===== config.mk =====
export PLATFORM = sky130hd
export DESIGN_NAME = uart_tx_queue_flat
export DESIGN_NICKNAME = d
export VERILOG_FILES = /design/src/rtl/uart_tx_queue_if.sv /design/src/rtl/uart_tx_queue.sv /design/src/flat_wrapper.sv
export SDC_FILE = /design/constraint.sdc
export NUM_CORES = 1
export LEC_CHECK = 0
export ABC_AREA = 1
export CAP_MARGIN = 20
export CORE_ASPECT_RATIO = 0.9
export CORE_UTILIZATION = 49
export DETAILED_ROUTE_END_ITERATION = 16
export PLACE_DENSITY = 0.74
export SYNTH_ARGS = -nofsm -noshare
export SYNTH_HDL_FRONTEND = slang
export SYNTH_SLANG_ARGS = --single-unit

===== constraint.sdc =====
create_clock -name clk -period 2.2 [get_ports clk]
set_input_delay 0.44 -clock clk [delete_from_list [all_inputs] [get_ports clk]]
set_output_delay 0.44 -clock clk [all_outputs]
set_load 0.01 [all_outputs]

===== src/rtl/uart_tx_queue_if.sv =====
// uart_tx_queue producer-side handshake bundle.
// Producer drives data/valid, the queue drives ready.
interface uart_tx_queue_if #(
  parameter int DATA_WIDTH = 9
);

  logic [DATA_WIDTH-1:0] in_data;
  logic                  in_valid;
  logic                  in_ready;

  modport master (
    output in_data,
    output in_valid,
    input  in_ready
  );

  modport slave (
    input  in_data,
    input  in_valid,
    output in_ready
  );

endinterface


===== src/rtl/uart_tx_queue.sv =====
// uart_tx_queue: FIFO-buffered transmit front-end for the uart.
// Issues one word per tx strobe, paced on tx_busy, with arm timeout.
module uart_tx_queue #(
  parameter int DATA_WIDTH  = 9,
  parameter int DEPTH_LOG2  = 4,
  parameter int ARM_TIMEOUT = 16
) (
  input  logic                  clk,
  input  logic                  rst_n,
  uart_tx_queue_if.slave        in_if,
  input  logic                  flush,
  output logic [DATA_WIDTH-1:0] tx_data,
  output logic                  tx,
  input  logic                  tx_busy,
  output logic [DEPTH_LOG2:0]   level,
  output logic                  empty,
  output logic                  full,
  output logic                  drop
);

  localparam int DEPTH = 1 << DEPTH_LOG2;
  localparam int CW    = (ARM_TIMEOUT > 1) ? $clog2(ARM_TIMEOUT) : 1;

  localparam logic [CW-1:0] CNT_LAST = CW'(ARM_TIMEOUT - 1);
  localparam logic [CW-1:0] CNT_ONE  = CW'(1);

  localparam logic [DEPTH_LOG2-1:0] PTR_ONE = DEPTH_LOG2'(1);
  localparam logic [DEPTH_LOG2:0]   LVL_ONE = (DEPTH_LOG2 + 1)'(1);
  localparam logic [DEPTH_LOG2:0]   LVL_MAX = (DEPTH_LOG2 + 1)'(DEPTH);

  localparam logic [1:0] S_IDLE  = 2'd0;
  localparam logic [1:0] S_ISSUE = 2'd1;
  localparam logic [1:0] S_ARMED = 2'd2;
  localparam logic [1:0] S_DRAIN = 2'd3;

  logic [DATA_WIDTH-1:0] mem [DEPTH];
  logic [DEPTH_LOG2-1:0] wr_ptr;
  logic [DEPTH_LOG2-1:0] rd_ptr;
  logic [DEPTH_LOG2:0]   level_nxt;
  logic [1:0]            state;
  logic [CW-1:0]         cnt;
  logic                  push;
  logic                  pop;

  assign in_if.in_ready = !full;

  // Flush discards a same-cycle push; a pop still goes out.
  assign push = in_if.in_valid && !full && !flush;
  assign pop  = (state == S_IDLE) && !empty && !tx_busy;

  // Next occupancy from the push/pop pair.
  always_comb begin
    level_nxt = level;
    unique case ({push, pop})
      2'b10:   level_nxt = level + LVL_ONE;
      2'b01:   level_nxt = level - LVL_ONE;
      default: level_nxt = level;
    endcase
  end

  // Storage array; pointer gating makes stray writes harmless.
  always_ff @(posedge clk) begin
    if (push) begin
      mem[wr_ptr] <= in_if.in_data;
    end
  end

  // Pointers and registered occupancy flags.
  always_ff @(posedge clk) begin
    if (!rst_n || flush) begin
      wr_ptr <= '0;
      rd_ptr <= '0;
      level  <= '0;
      empty  <= 1'b1;
      full   <= 1'b0;
    end else begin
      if (push) begin
        wr_ptr <= wr_ptr + PTR_ONE;
      end
      if (pop) begin
        rd_ptr <= rd_ptr + PTR_ONE;
      end
      level <= level_nxt;
      empty <= (level_nxt == '0);
      full  <= (level_nxt == LVL_MAX);
    end
  end

  // Issue FSM: strobe, wait for busy to rise, then to fall.
  always_ff @(posedge clk) begin
    if (!rst_n) begin
      state   <= S_IDLE;
      tx      <= 1'b0;
      tx_data <= '0;
      drop    <= 1'b0;
      cnt     <= '0;
    end else begin
      drop <= 1'b0;
      unique case (state)
        S_IDLE: begin
          if (pop) begin
            state   <= S_ISSUE;
            tx      <= 1'b1;
            tx_data <= mem[rd_ptr];
          end
        end
        S_ISSUE: begin
          state <= S_ARMED;
          tx    <= 1'b0;
          cnt   <= '0;
        end
        S_ARMED: begin
          if (tx_busy) begin
            state <= S_DRAIN;
          end else if (cnt == CNT_LAST) begin
            state <= S_IDLE;
            drop  <= 1'b1;
          end else begin
            cnt <= cnt + CNT_ONE;
          end
        end
        S_DRAIN: begin
          if (!tx_busy) begin
            state <= S_IDLE;
          end
        end
        default: begin
          state <= S_IDLE;
          tx    <= 1'b0;
        end
      endcase
    end
  end

endmodule


===== src/flat_wrapper.sv =====
// flat-port wrapper written by rule: the top's interface ports become plain ports
module uart_tx_queue_flat 
#(
  parameter int DATA_WIDTH  = 9,
  parameter int DEPTH_LOG2  = 4,
  parameter int ARM_TIMEOUT = 16
)
  (clk, rst_n, flush, tx_data, tx, tx_busy, level, empty, full, drop, in_if_in_data, in_if_in_valid, in_if_in_ready);
  uart_tx_queue_if #(.DATA_WIDTH(DATA_WIDTH)) in_if_i ();
  input  logic clk;
  input  logic rst_n;
  input  logic flush;
  output logic [DATA_WIDTH-1:0] tx_data;
  output logic tx;
  input  logic tx_busy;
  output logic [DEPTH_LOG2:0] level;
  output logic empty;
  output logic full;
  output logic drop;
  input wire logic [$bits(in_if_i.in_data)-1:0] in_if_in_data;
  input wire logic [$bits(in_if_i.in_valid)-1:0] in_if_in_valid;
  output wire logic [$bits(in_if_i.in_ready)-1:0] in_if_in_ready;
  assign in_if_i.in_data = in_if_in_data;
  assign in_if_i.in_valid = in_if_in_valid;
  assign in_if_in_ready = in_if_i.in_ready;
  uart_tx_queue #(.DATA_WIDTH(DATA_WIDTH), .DEPTH_LOG2(DEPTH_LOG2), .ARM_TIMEOUT(ARM_TIMEOUT)) u_core (.clk(clk), .rst_n(rst_n), .in_if(in_if_i), .flush(flush), .tx_data(tx_data), .tx(tx), .tx_busy(tx_busy), .level(level), .empty(empty), .full(full), .drop(drop));
endmodule

# Word-level counts from Yosys, hierarchy flattened
# Memory sizes are Yosys's and may differ from the RTL's. A register that Yosys moved wholly into a read port is not among the register bits.
# Cells that the tools add are included.
# Widths: inputs -> output; s select.
[op_classes]
addsub = 5
eq_ne = 12
muxes = 14
bitwise_logic = 2
n_reduce_logical = 20
[ops]
columns = ["op", "n"]
rows = [
  ["$add 4x1->4 const B", 3],
  ["$pmux 5 s2", 1],
  ["$mux 2", 4],
  ["$mux 4", 2],
  ["$pmux 2 s4", 1],
  ["$pmux 4 s2", 1],
  ["$eq 2x2->1 const B", 3],
  ["$logic_not 1->1", 6],
  ["$ne 2x2->1 const B", 3],
  ["$reduce_and 3->1", 2],
  ["$add 5x1->5 const B", 1],
  ["$eq 5x5->1 const B", 1],
  ["$logic_not 5->1", 1],
  ["$sub 5x1->5 const B", 1],
  ["$eq 2x1->1 const B", 2],
  ["$eq 4x4->1 const B", 1],
  ["$logic_and 1x1->1", 4],
  ["$mux 1", 4],
  ["$reduce_and 2->1", 2],
  ["$reduce_bool 2->1", 2],
  ["$ne 3x2->1 const B", 1],
  ["$reduce_or 3->1", 1],
  ["$logic_not 2->1", 1],
  ["$ne 2x1->1 const B", 1],
  ["other kinds (3)", 4],
]
[totals]
reg_bits = 23
mem_bits_rw = 144
word_cells = 63
n_memories = 1
[mem_list]
columns = ["memory", "depth", "word_bits", "read_ports", "rd_ports_with_merged_regs", "write_ports", "line", "text"]
rows = [
  ["u_core.mem", 16, 9, 1, 1, 1, "uart_tx_queue.sv:36", "logic [DATA_WIDTH-1:0] mem [DEPTH];"],
]

# Logic depth before layout (Yosys ltp)
# Gate-level depths: netlist of run 1.
[logic_depth]
depth_word = 6
depth_mapped = 18
depth_no_buf = 18

# Worst setup path after synthesis of run 1
# No wires, ideal clock.
[synth_path]
path_type = "reg-to-reg"
from = "reg u_core.full"
to = "reg u_core.empty"
setup_time_ns = 0.127
arrival_time_ns = 2.068
slack_ns = 0.005
stages_incl_launch_ff = 19
n_path_buf = 0
path_cell_list = "dfxtp_1 -> inv_1 -> nand2_1 -> nor2_1 -> inv_1 -> ha_1 -> nand2_1 -> inv_1 -> nor2_1 -> ha_1 -> inv_1 -> nand2_1 -> nand3_1 -> nand2_1 -> nand3_1 -> nand2_1 -> nand2_1 -> nand3_1 -> nand2_1"
[synth_between]
elab_chain_cells = 6
word_cells_on_any_way = 7
[synth_rtl]
columns = ["item", "line", "text"]
rows = [
  ["start, declared", "uart_tx_queue.sv:17", "output logic full,"],
  ["start signal, assigned", "uart_tx_queue.sv:85", "full <= (level_nxt == LVL_MAX);"],
  ["$logic_not 1->1 *", "n/a", ""],
  ["via in_if_in_ready", "flat_wrapper.sv:22", "output wire logic [$bits(in_if_i.in_ready)-1:0] in_if_in_ready;"],
  ["$logic_and 1x1->1 * (2 in series)", "uart_tx_queue.sv:48", "assign push = in_if.in_valid && !full && !flush;"],
  ["$eq 2x1->1 / $eq 2x2->1 (equally long branches)", "uart_tx_queue.sv:54", "unique case ({push, pop})"],
  ["$pmux 5 s2 *", "uart_tx_queue.sv:54", ""],
  ["$logic_not 5->1 *", "uart_tx_queue.sv:84", "empty <= (level_nxt == '0);"],
  ["end signal, assigned", "uart_tx_queue.sv:84", ""],
  ["end, declared", "uart_tx_queue.sv:16", "output logic empty,"],
]
# Mark *: on every way through the listed nets, which the timed path passes. The rest lies on a longest branch.
# A chain may end at the register's enable or synchronous reset.

# Worst setup path in the final report of run 1
[layout_path]
from = "in in_if_in_valid"
to = "reg u_core.empty"
[layout_between]
elab_chain_cells = 5
word_cells_on_any_way = 6
[layout_rtl]
columns = ["item", "line", "text"]
rows = [
  ["start, declared", "flat_wrapper.sv:21", "input wire logic [$bits(in_if_i.in_valid)-1:0] in_if_in_valid;"],
  ["$logic_and 1x1->1 * (2 in series)", "uart_tx_queue.sv:48", ""],
  ["$eq 2x1->1 / $eq 2x2->1 (equally long branches)", "uart_tx_queue.sv:54", ""],
  ["$pmux 5 s2 *", "uart_tx_queue.sv:54", ""],
  ["$logic_not 5->1 *", "uart_tx_queue.sv:84", ""],
]
# Every way passes the cells marked *; elsewhere a longest branch is shown, timed or not.

==> flow_summary.ini, run 1 <==
[status]
status = complete, no violations

[die]
fp.dieH_um = 117
dieArea_um2 = 15300
die_w_um = 130
core_area_um2 = 14200
io_pins = 33
start_util_pct = 51.0
rows = 41

[power_and_ir_drop]
total_power_mw = 6.91
power.net_switching_mw = 1.63
p_per_area_nw_per_um2 = 810
switching_share_pct = 23.5
seqPwrFrac_pct = 52.9
clockPowerShare_pct = 41.7
comb_power_share_pct = 5.4
ir_worst_vdd_mv = 0.636
p_leak_nw = 3.01
p_int_mw = 5.28

[finish]
fin_area_um2 = 8520
num-fill-cells = 1102
area_growth_pct = 17.6
antenna_cells = 0
regArea_um2 = 4970
multi_input_area_um2 = 1980
drive_gt1_share_pct = 11.3
num-nets-final = 728

[global_routing]
grt_start_max_net_pins = 76
grt_pass1_wl_um = 25400
overflow = 0
grt_pass1_vias = 4839
grt_use_total_pct = 22.3
antenna_found_initial = 0

[detailed_routing]
post-route-drc-count = 0
wl_per_cell_um = 17.7
drt_iter0_markers = 497
vias = 5068
ant_nets = 0
drt_wl_total_um = 16200
via_per_inst = 5.56
dr.pass1.iters = 5

[sta]
holdWs_ps = 467
slew_headroom_pct = 53.7
fmax_mhz = 478
post-route-worst-setup-slack_ps = 107
setup_violations = 0
skew_ps = 8.58
period_needed_ps = 2090
slew_viol_final = 0
finalHoldViolCount = 0
fin_crit_sh_pct = 95.1
worstMarginPinSlew_ps = 690

[yosys]
synth_cells = 650
yosysSeqAreaShare_pct = 68.5
yosysUniqueCellTypes = 26
yosysWarningCount = 0
synth_area_leaders = edfxtp_1 (60%), dfxtp_1 (8.8%), nor2_1 (8.5%), o21ai_0 (4.1%), o211ai_1 (3.7%)
synthesis.area_um2 = 7250
synth_top_area_cell = edfxtp_1
syn_avg_cell_area_um2 = 11.2
syn-num-nets = 673
ys_ff_latch = 176
synth_top_area_share_pct = 59.7

[cts]
root_buffer = clkbuf_16
cts.clk_slew.worst_paths_ps = 70
cts_tree = built
cts_buffers = 17
clk_path_buf_depth = 2
cts_sinks = 176
ctsHoldBuffers = 0
htreeDepth = 4
clk_latency_ps = 430

[worst_hold_path]
whs_path_depth = 4
min_path_type = in2reg

[critical_path]
crit_required_ps = 2520
cp_max_fo = 3
cp-start-kind = input port
cp.arrival_ps = 2420
end_kind = register
critical_path_class = in2reg
reg2reg_depth = 17

[job]
drv_cap = 0

[place]
routabilityCongestion = 0.868
numPortBuffers = 32
dpl_worst_slack_ps = -370
place_area_um2 = 7910
dp_hpwl_um = 9750
==> path summary, 6_finish.rpt <==
| kind | from | to | slack, ps |
|---|---|---|---|
| worst max-delay path | in_if_in_valid | u_core.empty$_SDFF_PP1_ | 110 |
| worst min-delay path | tx_busy | u_core.state[0]$_SDFFE_PN0P_ | 470 |
| worst max register to register | u_core.state[0]$_SDFFE_PN0P_ | u_core.empty$_SDFF_PP1_ | 160 |
| worst min register to register | u_core.cnt[1]$_SDFFE_PN0P_ | u_core.cnt[1]$_SDFFE_PN0P_ | 490 |
==> routing by layer <==
layer / vias to the layer above / GRT usage, % / wire, µm
met5: - / 0 / 0
met4: 0 / 8.28 / 304
met1: 2466 / 32.2 / 7150
met2: 186 / 33.6 / 7570
li1: 2395 / - / -
met3: 21 / 4.01 / 1130
==> critical path, stage by stage <==
cell and delay (ps):
clkdlybuf4s50_1 470, nand2_2 80, nor2_4 120, inv_2 60
ha_4 160, nand2_2 60, inv_1 60, nor2_2 150
ha_2 190, inv_1 60, nand2_2 80, nand3_1 70
nand2_1 100, nand3_1 70, nand2_1 80, nand2_1 50
nand3_1 70, nand2_1 50
==> through the flow <==
step	std cells	TNS (ps)	util, %
after CTS	910	0	59.6
after global placement	878	-1200	55.7
final	911	0	60.0
after floorplan	650	0	-
after detailed placement	878	-1720	55.7
after global routing	911	-7.54	60.0
==> cell usage after synthesis <==
| library cell | number |
|---|---|
| a211oi_1 | 1 |
| nand2_1 | 47 |
| buf_4 | 3 |
| a21oi_1 | 9 |
| nor2_2 | 1 |
| nor3_1 | 1 |
| clkbuf_1 | 7 |
| inv_2 | 1 |
| a311oi_1 | 1 |
| ha_1 | 9 |
| o21ai_1 | 24 |
| buf_2 | 16 |
| dfxtp_1 | 32 |
| buf_8 | 2 |
| nand4_1 | 4 |
| a31oi_1 | 1 |
| nand3_1 | 45 |
| clkinv_1 | 1 |
| nor2_4 | 1 |
| inv_1 | 36 |
| nor2_1 | 164 |
| xor2_1 | 2 |
| o21ai_0 | 59 |
| buf_6 | 3 |
| edfxtp_1 | 144 |
| o211ai_1 | 36 |
==> final cells by class <==
type                    instances  share of cell area [%]
clock buffers                  17                    4.99
clock inverters                15                    1.62
inverters                      38                    1.67
multi-input cells             405                    23.2
flip-flops and latches        176                    58.3
well taps                     193                    2.83
repair buffers                 67                    7.36
==> what timing repair did <==
action | 4_1_cts | 5_1_grt
endpoints found under the setup margin | 0 | 3
setup buffers | 0 | 1
resized for setup | 0 | 14
==> flip-flops by register name, summed over array words and instances, names as in the netlist <==
signal / cells
u_core.mem: 144
u_core.wr_ptr: 4
u_core.level: 5
u_core.rd_ptr: 4
u_core.empty: 1
u_core.full: 1
u_core.drop: 1
u_core.state: 2
u_core.tx_data: 9
u_core.cnt: 4
u_core.tx: 1
==> power by group through the flow <==
stage          combinational, mW  clock, mW  sequential (mW)
6_report                   0.373       2.88             3.65
2_1_floorplan              0.182          0             3.73
3_5_place_dp               0.359          0             3.73
4_1_cts                    0.364       2.90             3.65
3_3_place_gp               0.346          0             3.72
5_1_grt                    0.414       3.01             3.65
==> cells by family after synthesis <==
logic type	synth area share, %
xor gates and xnor gates	0.242
AOI/OAI and AO/OA	10.4
adders and majority gates	1.55
DFF	68.5
and+or+nand+nor	14.7
buffers and inverters	4.63
==> cell usage in the layout, fill, tap and decap left out, types with 30 or more instances in the layout <==
master and count:
o21ai_0 58, nand2_1 44, nor2_1 162, clkdlybuf4s50_1 31, edfxtp_1 144, inv_1 34
buf_4 31, dfxtp_1 30, o211ai_1 36, nand3_1 45
Power figures use the tool's default switching activity.
==> run 2: changes to the inputs <==
PLACE_DENSITY = 0.72   (was 0.74)
clock period = 2.5 ns   (was 2.2 ns; I/O delays follow)
==> flow_summary.ini, run 2 (same netlist as run 1, synthesis figures left out) <==
[status]
status = complete, no violations

[power_and_ir_drop]
p_leak_nw = 2.99
clockPowerShare_pct = 42.0
seqPwrFrac_pct = 52.8
comb_power_share_pct = 5.2
ir_worst_vdd_mv = 0.632
p_per_area_nw_per_um2 = 721
p_int_mw = 4.83
switching_share_pct = 20.7
power.net_switching_mw = 1.26

[die]
rows = 41
die_w_um = 130
dieArea_um2 = 15300
core_area_um2 = 14200
io_pins = 33
fp.dieH_um = 117
start_util_pct = 51.0

[cts]
postCtsSetupRepairBufs = 0
clk_latency_ps = 430
cts_sinks = 176
cts_buffers = 17
cts-resized-gates = 0
clk_path_buf_depth = 2
ctsHoldBuffers = 0
htreeDepth = 4
root_buffer = clkbuf_16
cts.clk_slew.worst_paths_ps = 60
cts_tree = built

[global_routing]
antenna_found_initial = 0
grt-busiest-layer = met2
met2_usage_pct = 32.1
grtUsageMet1_pct = 30.9
grt_pass1_wl_um = 24700
grt_use_total_pct = 21.8
grtUsageMet3_pct = 5.93
grt_pass1_vias = 4625
grt_start_max_net_pins = 75
overflow = 0

[critical_path]
r2r_start = u_core.full$_SDFF_PP0_
rr_endpoint = u_core.full$_SDFF_PP0_
cp_max_fo = 6
reg2reg_depth = 17
cp.arrival_ps = 2650
critical_path_class = in2reg
crit_required_ps = 2870
cp-start-kind = input port
end_kind = register
rrSetupSlack_ps = 330

[sta]
skew_ps = 9.80
post-route-worst-setup-slack_ps = 213
finalHoldViolCount = 0
worstMarginPinSlew_ps = 752
finalSetupTns_ps = 0
fmax_mhz = 437
slew_headroom_pct = 49.9
setup_violations = 0
period_needed_ps = 2290
rsz0062_at_grt = false
slew_viol_final = 0
fin_crit_sh_pct = 91.5

[finish]
instances_no_fill = 908
final_cell_mix = nor2_1 (164), edfxtp_1 (144), o21ai_0 (58)
final_core_util_pct = 59.5
largest_reg_flops = 144
area_growth_pct = 16.6
largest_register = u_core.mem
num-nets-final = 725
largest_registers = u_core.mem x144, u_core.tx_data x9, u_core.level x5
drive_gt1_share_pct = 9.09
antenna_cells = 0
final_common_cell = nor2_1

[detailed_routing]
ant_nets = 0
drt_wl_total_um = 15600
dr.pass1.iters = 5
wl_per_cell_um = 17.1
post-route-drc-count = 0
drt_iter0_markers = 585
via_per_inst = 5.49
vias = 4983

[place]
placed_cells = 876
dp_hpwl_um = 9950
routabilityCongestion = 0.832
dpl_worst_slack_ps = -204
numPortBuffers = 32

[worst_hold_path]
hp-start = u_core.cnt[1]$_SDFFE_PN0P_
whs_path_depth = 2
min_path_type = reg2reg
holdPathEnd = u_core.cnt[1]$_SDFFE_PN0P_

[job]
drv_cap = 0
-- run 2: cell count changes in the layout (fill, tap and decap cells not counted), sizes merged --
cell           previous run  this run
dlymetal6s2s              1         0
clkdlybuf4s50            31        32
clkinv                    2         5
clkbuf                   17        24
buf                      35        32
inv                      49        39
bufinv                    0         1
clkinvlp                  2         1
-- run 2: per-layer routing --
metal / wire [µm] / share of wire (%)
met1: 6970 / 45
met2: 7360 / 47
met3: 919 / 5.9
met4: 305 / 2.0
met5: 0 / 0
-- run 2: area by class of cell --
type	count	area [µm²]
Clock buffer	24	504
Fill cell	1157	5760
Multi-Input combinational cell	405	1950
Timing Repair Buffer	64	573
Tap cell	193	241
Clock inverter	8	73.8
Inverter	38	143
Sequential cell	176	4970
-- run 2: power groups by stage --
stage	Combinational, mW	Sequential [mW]	Clock (mW)
5_1_grt	0.353	3.22	2.70
3_3_place_gp	0.301	3.28	0
3_5_place_dp	0.314	3.28	0
4_1_cts	0.317	3.21	2.60
6_report	0.316	3.22	2.56
2_1_floorplan	0.160	3.28	0
-- run 2: how the worst max path moves through the flow --
stage,slack [ps],end,startpoint,cells after the start
finish,210,u_core.full$_SDFF_PP0_,in_if_in_valid,17
global route,40,u_core.full$_SDFF_PP0_,in_if_in_valid,17
CTS,240,u_core.full$_SDFF_PP0_,in_if_in_valid,14
detailed placement,-200,u_core.full$_SDFF_PP0_,in_if_in_valid,14
global placement,-60,u_core.empty$_SDFF_PP1_,in_if_in_valid,14
floorplan,260,u_core.empty$_SDFF_PP1_,tx_busy,14
-- run 2: critical path, cell delays in order --
cell and delay [ps]:
clkdlybuf4s50_1 450, nand2_1 70, nor2_1 130, inv_1 70, ha_1 250, nand2_1 100
inv_1 50, nor2_1 150, ha_1 180, inv_1 50, nand2_1 100, nand2_1 70
nand3_1 80, o21ai_1 80, nor2_1 150, nand2_1 80, nor2_1 90
-- run 2: per-stage QoR --
step / power [mW] / instance area [µm²] / hold slack [ps]
2_1_floorplan: 3.44 / 7250 / 461
3_3_place_gp: 3.58 / 7870 / 472
3_5_place_dp: 3.59 / 7870 / 480
4_1_cts: 6.13 / 8450 / 489
5_1_grt: 6.27 / 8450 / 506
6_report: 6.09 / 8450 / 488
==> run 3: changes to the inputs <==
ABC_AREA = 0   (was 1)
==> flow_summary.ini, run 3 <==
[cts]
cts.clk_slew.worst_paths_ps = 70
htreeDepth = 4
cts_sinks = 176
cts_buffers = 17
root_buffer = clkbuf_16
clk_latency_ps = 430
clk_path_buf_depth = 2
cts_tree = built

[yosys]
syn-num-nets = 430
synth-main-ff-cell = edfxtp_1
synth_top_area_cell = edfxtp_1
synth-edff-count = 144
synthesis.area_um2 = 7000
post-synth-top-count-cell = edfxtp_1
synth_cells = 407
syn_avg_cell_area_um2 = 17.2
ys_ff_latch = 176
synth_top_area_share_pct = 61.8
async_reset_ff_share_pct = 0
synth_area_leaders = edfxtp_1 (62%), mux4_2 (12%), dfxtp_1 (9.2%), a22oi_1 (2.0%), nor2_1 (1.8%)
yosysWarningCount = 0
yosysSeqAreaShare_pct = 71.0
synthTopCellsByCount = edfxtp_1 (144), mux4_2 (36), nor2_1 (33)
yosysUniqueCellTypes = 42

[sta]
post-route-worst-setup-slack_ps = 107
fin_crit_sh_pct = 95.7
period_needed_ps = 2390
finalHoldViolCount = 0
finalSetupTns_ps = 0
worstMarginPinSlew_ps = 820
skew_ps = 13.9
holdWs_ps = 472
slew_headroom_pct = 45.3
fmax_mhz = 418
setup_violations = 0
slew_viol_final = 0

[die]
fp.dieH_um = 115
core_area_um2 = 14000
io_pins = 33
dieArea_um2 = 14800
start_util_pct = 50.0
die_w_um = 128
rows = 41

[worst_hold_path]
hp-start = u_core.tx_data[6]$_SDFFE_PN0P_
holdPathEnd = u_core.tx_data[6]$_SDFFE_PN0P_
whs_path_depth = 2
min_path_type = reg2reg

[detailed_routing]
via_per_inst = 5.58
ant_nets = 0
vias = 3766
post-route-drc-count = 0
dr.pass1.iters = 4
drt_iter0_markers = 251
drt_wl_total_um = 13300
wl_per_cell_um = 19.7

[global_routing]
grt_start_max_net_pins = 40
antenna_found_initial = 0
grt_pass1_vias = 3736
grt_use_total_pct = 19.3
grt_pass1_wl_um = 20400
overflow = 0

[finish]
instances_no_fill = 675
final_common_cell = edfxtp_1
multi_input_area_um2 = 1970
largest_reg_flops = 144
num-fill-cells = 1008
regArea_um2 = 4970
area_growth_pct = 19.6
largest_register = u_core.mem
num-nets-final = 492
largest_registers = u_core.mem x144, u_core.tx_data x9, u_core.level x5
antenna_cells = 0
final_cell_mix = edfxtp_1 (144), mux4_2 (36), nor2_1 (33)
drive_gt1_share_pct = 24.7

[place]
numPortBuffers = 32
placed_cells = 639
dpl_worst_slack_ps = -405
dp_hpwl_um = 7980
routabilityCongestion = 0.816

[power_and_ir_drop]
seqPwrFrac_pct = 54.2
p_per_area_nw_per_um2 = 705
clockPowerShare_pct = 42.6
switching_share_pct = 22.2
power.net_switching_mw = 1.31
ir_worst_vdd_mv = 0.491
p_int_mw = 4.59
comb_power_share_pct = 3.2
p_leak_nw = 2.70
total_power_mw = 5.90

[critical_path]
cp.arrival_ps = 2710
r2r_start = u_core.state[1]$_SDFFE_PN0P_
rrSetupSlack_ps = 220
rr_endpoint = u_core.empty$_SDFF_PP1_
end_kind = register
crit_required_ps = 2810
cp_max_fo = 3
cp-start-kind = input port
reg2reg_depth = 9
critical_path_class = in2reg

[job]
drv_cap = 0

[status]
status = complete, no violations
run 3: logic make-up after synthesis:
logic type / after synthesis / synth area share, %
and+or+nand+nor: 89 / 6.46
adders and majority gates: 9 / 1.61
xor gates and xnor gates: 12 / 1.50
DFF: 176 / 71.0
buffers and inverters: 26 / 1.86
AOI/OAI and AO/OA: 55 / 5.44
muxes: 40 / 12.2
run 3: worst max-delay path by stage:
stage,from,depth (start not counted),slack [ps],end
CTS,tx_busy,9,10,u_core.full$_SDFF_PP0_
finish,in_if_in_valid,12,110,u_core.empty$_SDFF_PP1_
detailed placement,tx_busy,9,-400,u_core.full$_SDFF_PP0_
global placement,in_if_in_valid,12,-290,u_core.empty$_SDFF_PP1_
global route,in_if_in_valid,12,-30,u_core.full$_SDFF_PP0_
floorplan,tx_busy,11,-110,u_core.empty$_SDFF_PP1_
run 3: worst max-delay path, stage by stage:
cell             delay, ps
clkdlybuf4s50_1        450
nor2b_2                150
nor2b_4                170
inv_2                   60
ha_4                   170
xor2_2                 130
ha_2                   230
mux2_4                 310
o21ai_2                120
nand3_2                 90
xor2_2                 170
a21o_1                 170
run 3: cell type report:
type,count,area share [%]
flip-flops and latches,176,59.4
multi-input cells,205,23.6
clock inverters,14,1.75
inverters,6,0.269
well taps,193,2.89
repair buffers,63,7.03
clock buffers,18,5.13
run 3: what timing repair did:
| item | in CTS | in global routing |
|---|---|---|
| endpoints found under the setup margin | 0 | 3 |
| hold buffers | 0 | 0 |
| gates resized for setup | 0 | 11 |
| setup buffers | 0 | 4 |
run 3: per-stage QoR:
stage / utilization (%) / cell area [µm²]
5_1_grt: 59.7 / 8370
3_5_place_dp: 55.1 / 7720
4_1_cts: 59.2 / 8290
2_1_floorplan: - / 7050
3_3_place_gp: 55.1 / 7720
6_report: 59.7 / 8370
run 3: power by group through the flow:
stage	clock network, mW	logic, mW	registers (mW)
2_1_floorplan	0	0.0850	3.26
3_3_place_gp	0	0.177	3.26
3_5_place_dp	0	0.184	3.26
4_1_cts	2.56	0.186	3.19
5_1_grt	2.66	0.208	3.20
6_report	2.51	0.192	3.20
run 3: per-layer routing:
| layer | routed length (µm) | GRT usage (%) | part of all wire [%] |
|---|---|---|---|
| met1 | 5720 | 25.8 | 43 |
| met4 | 127 | 6.75 | 0.96 |
| met2 | 6610 | 31.2 | 50 |
| met3 | 811 | 4.79 | 6.1 |
| met5 | 0 | 0 | 0 |
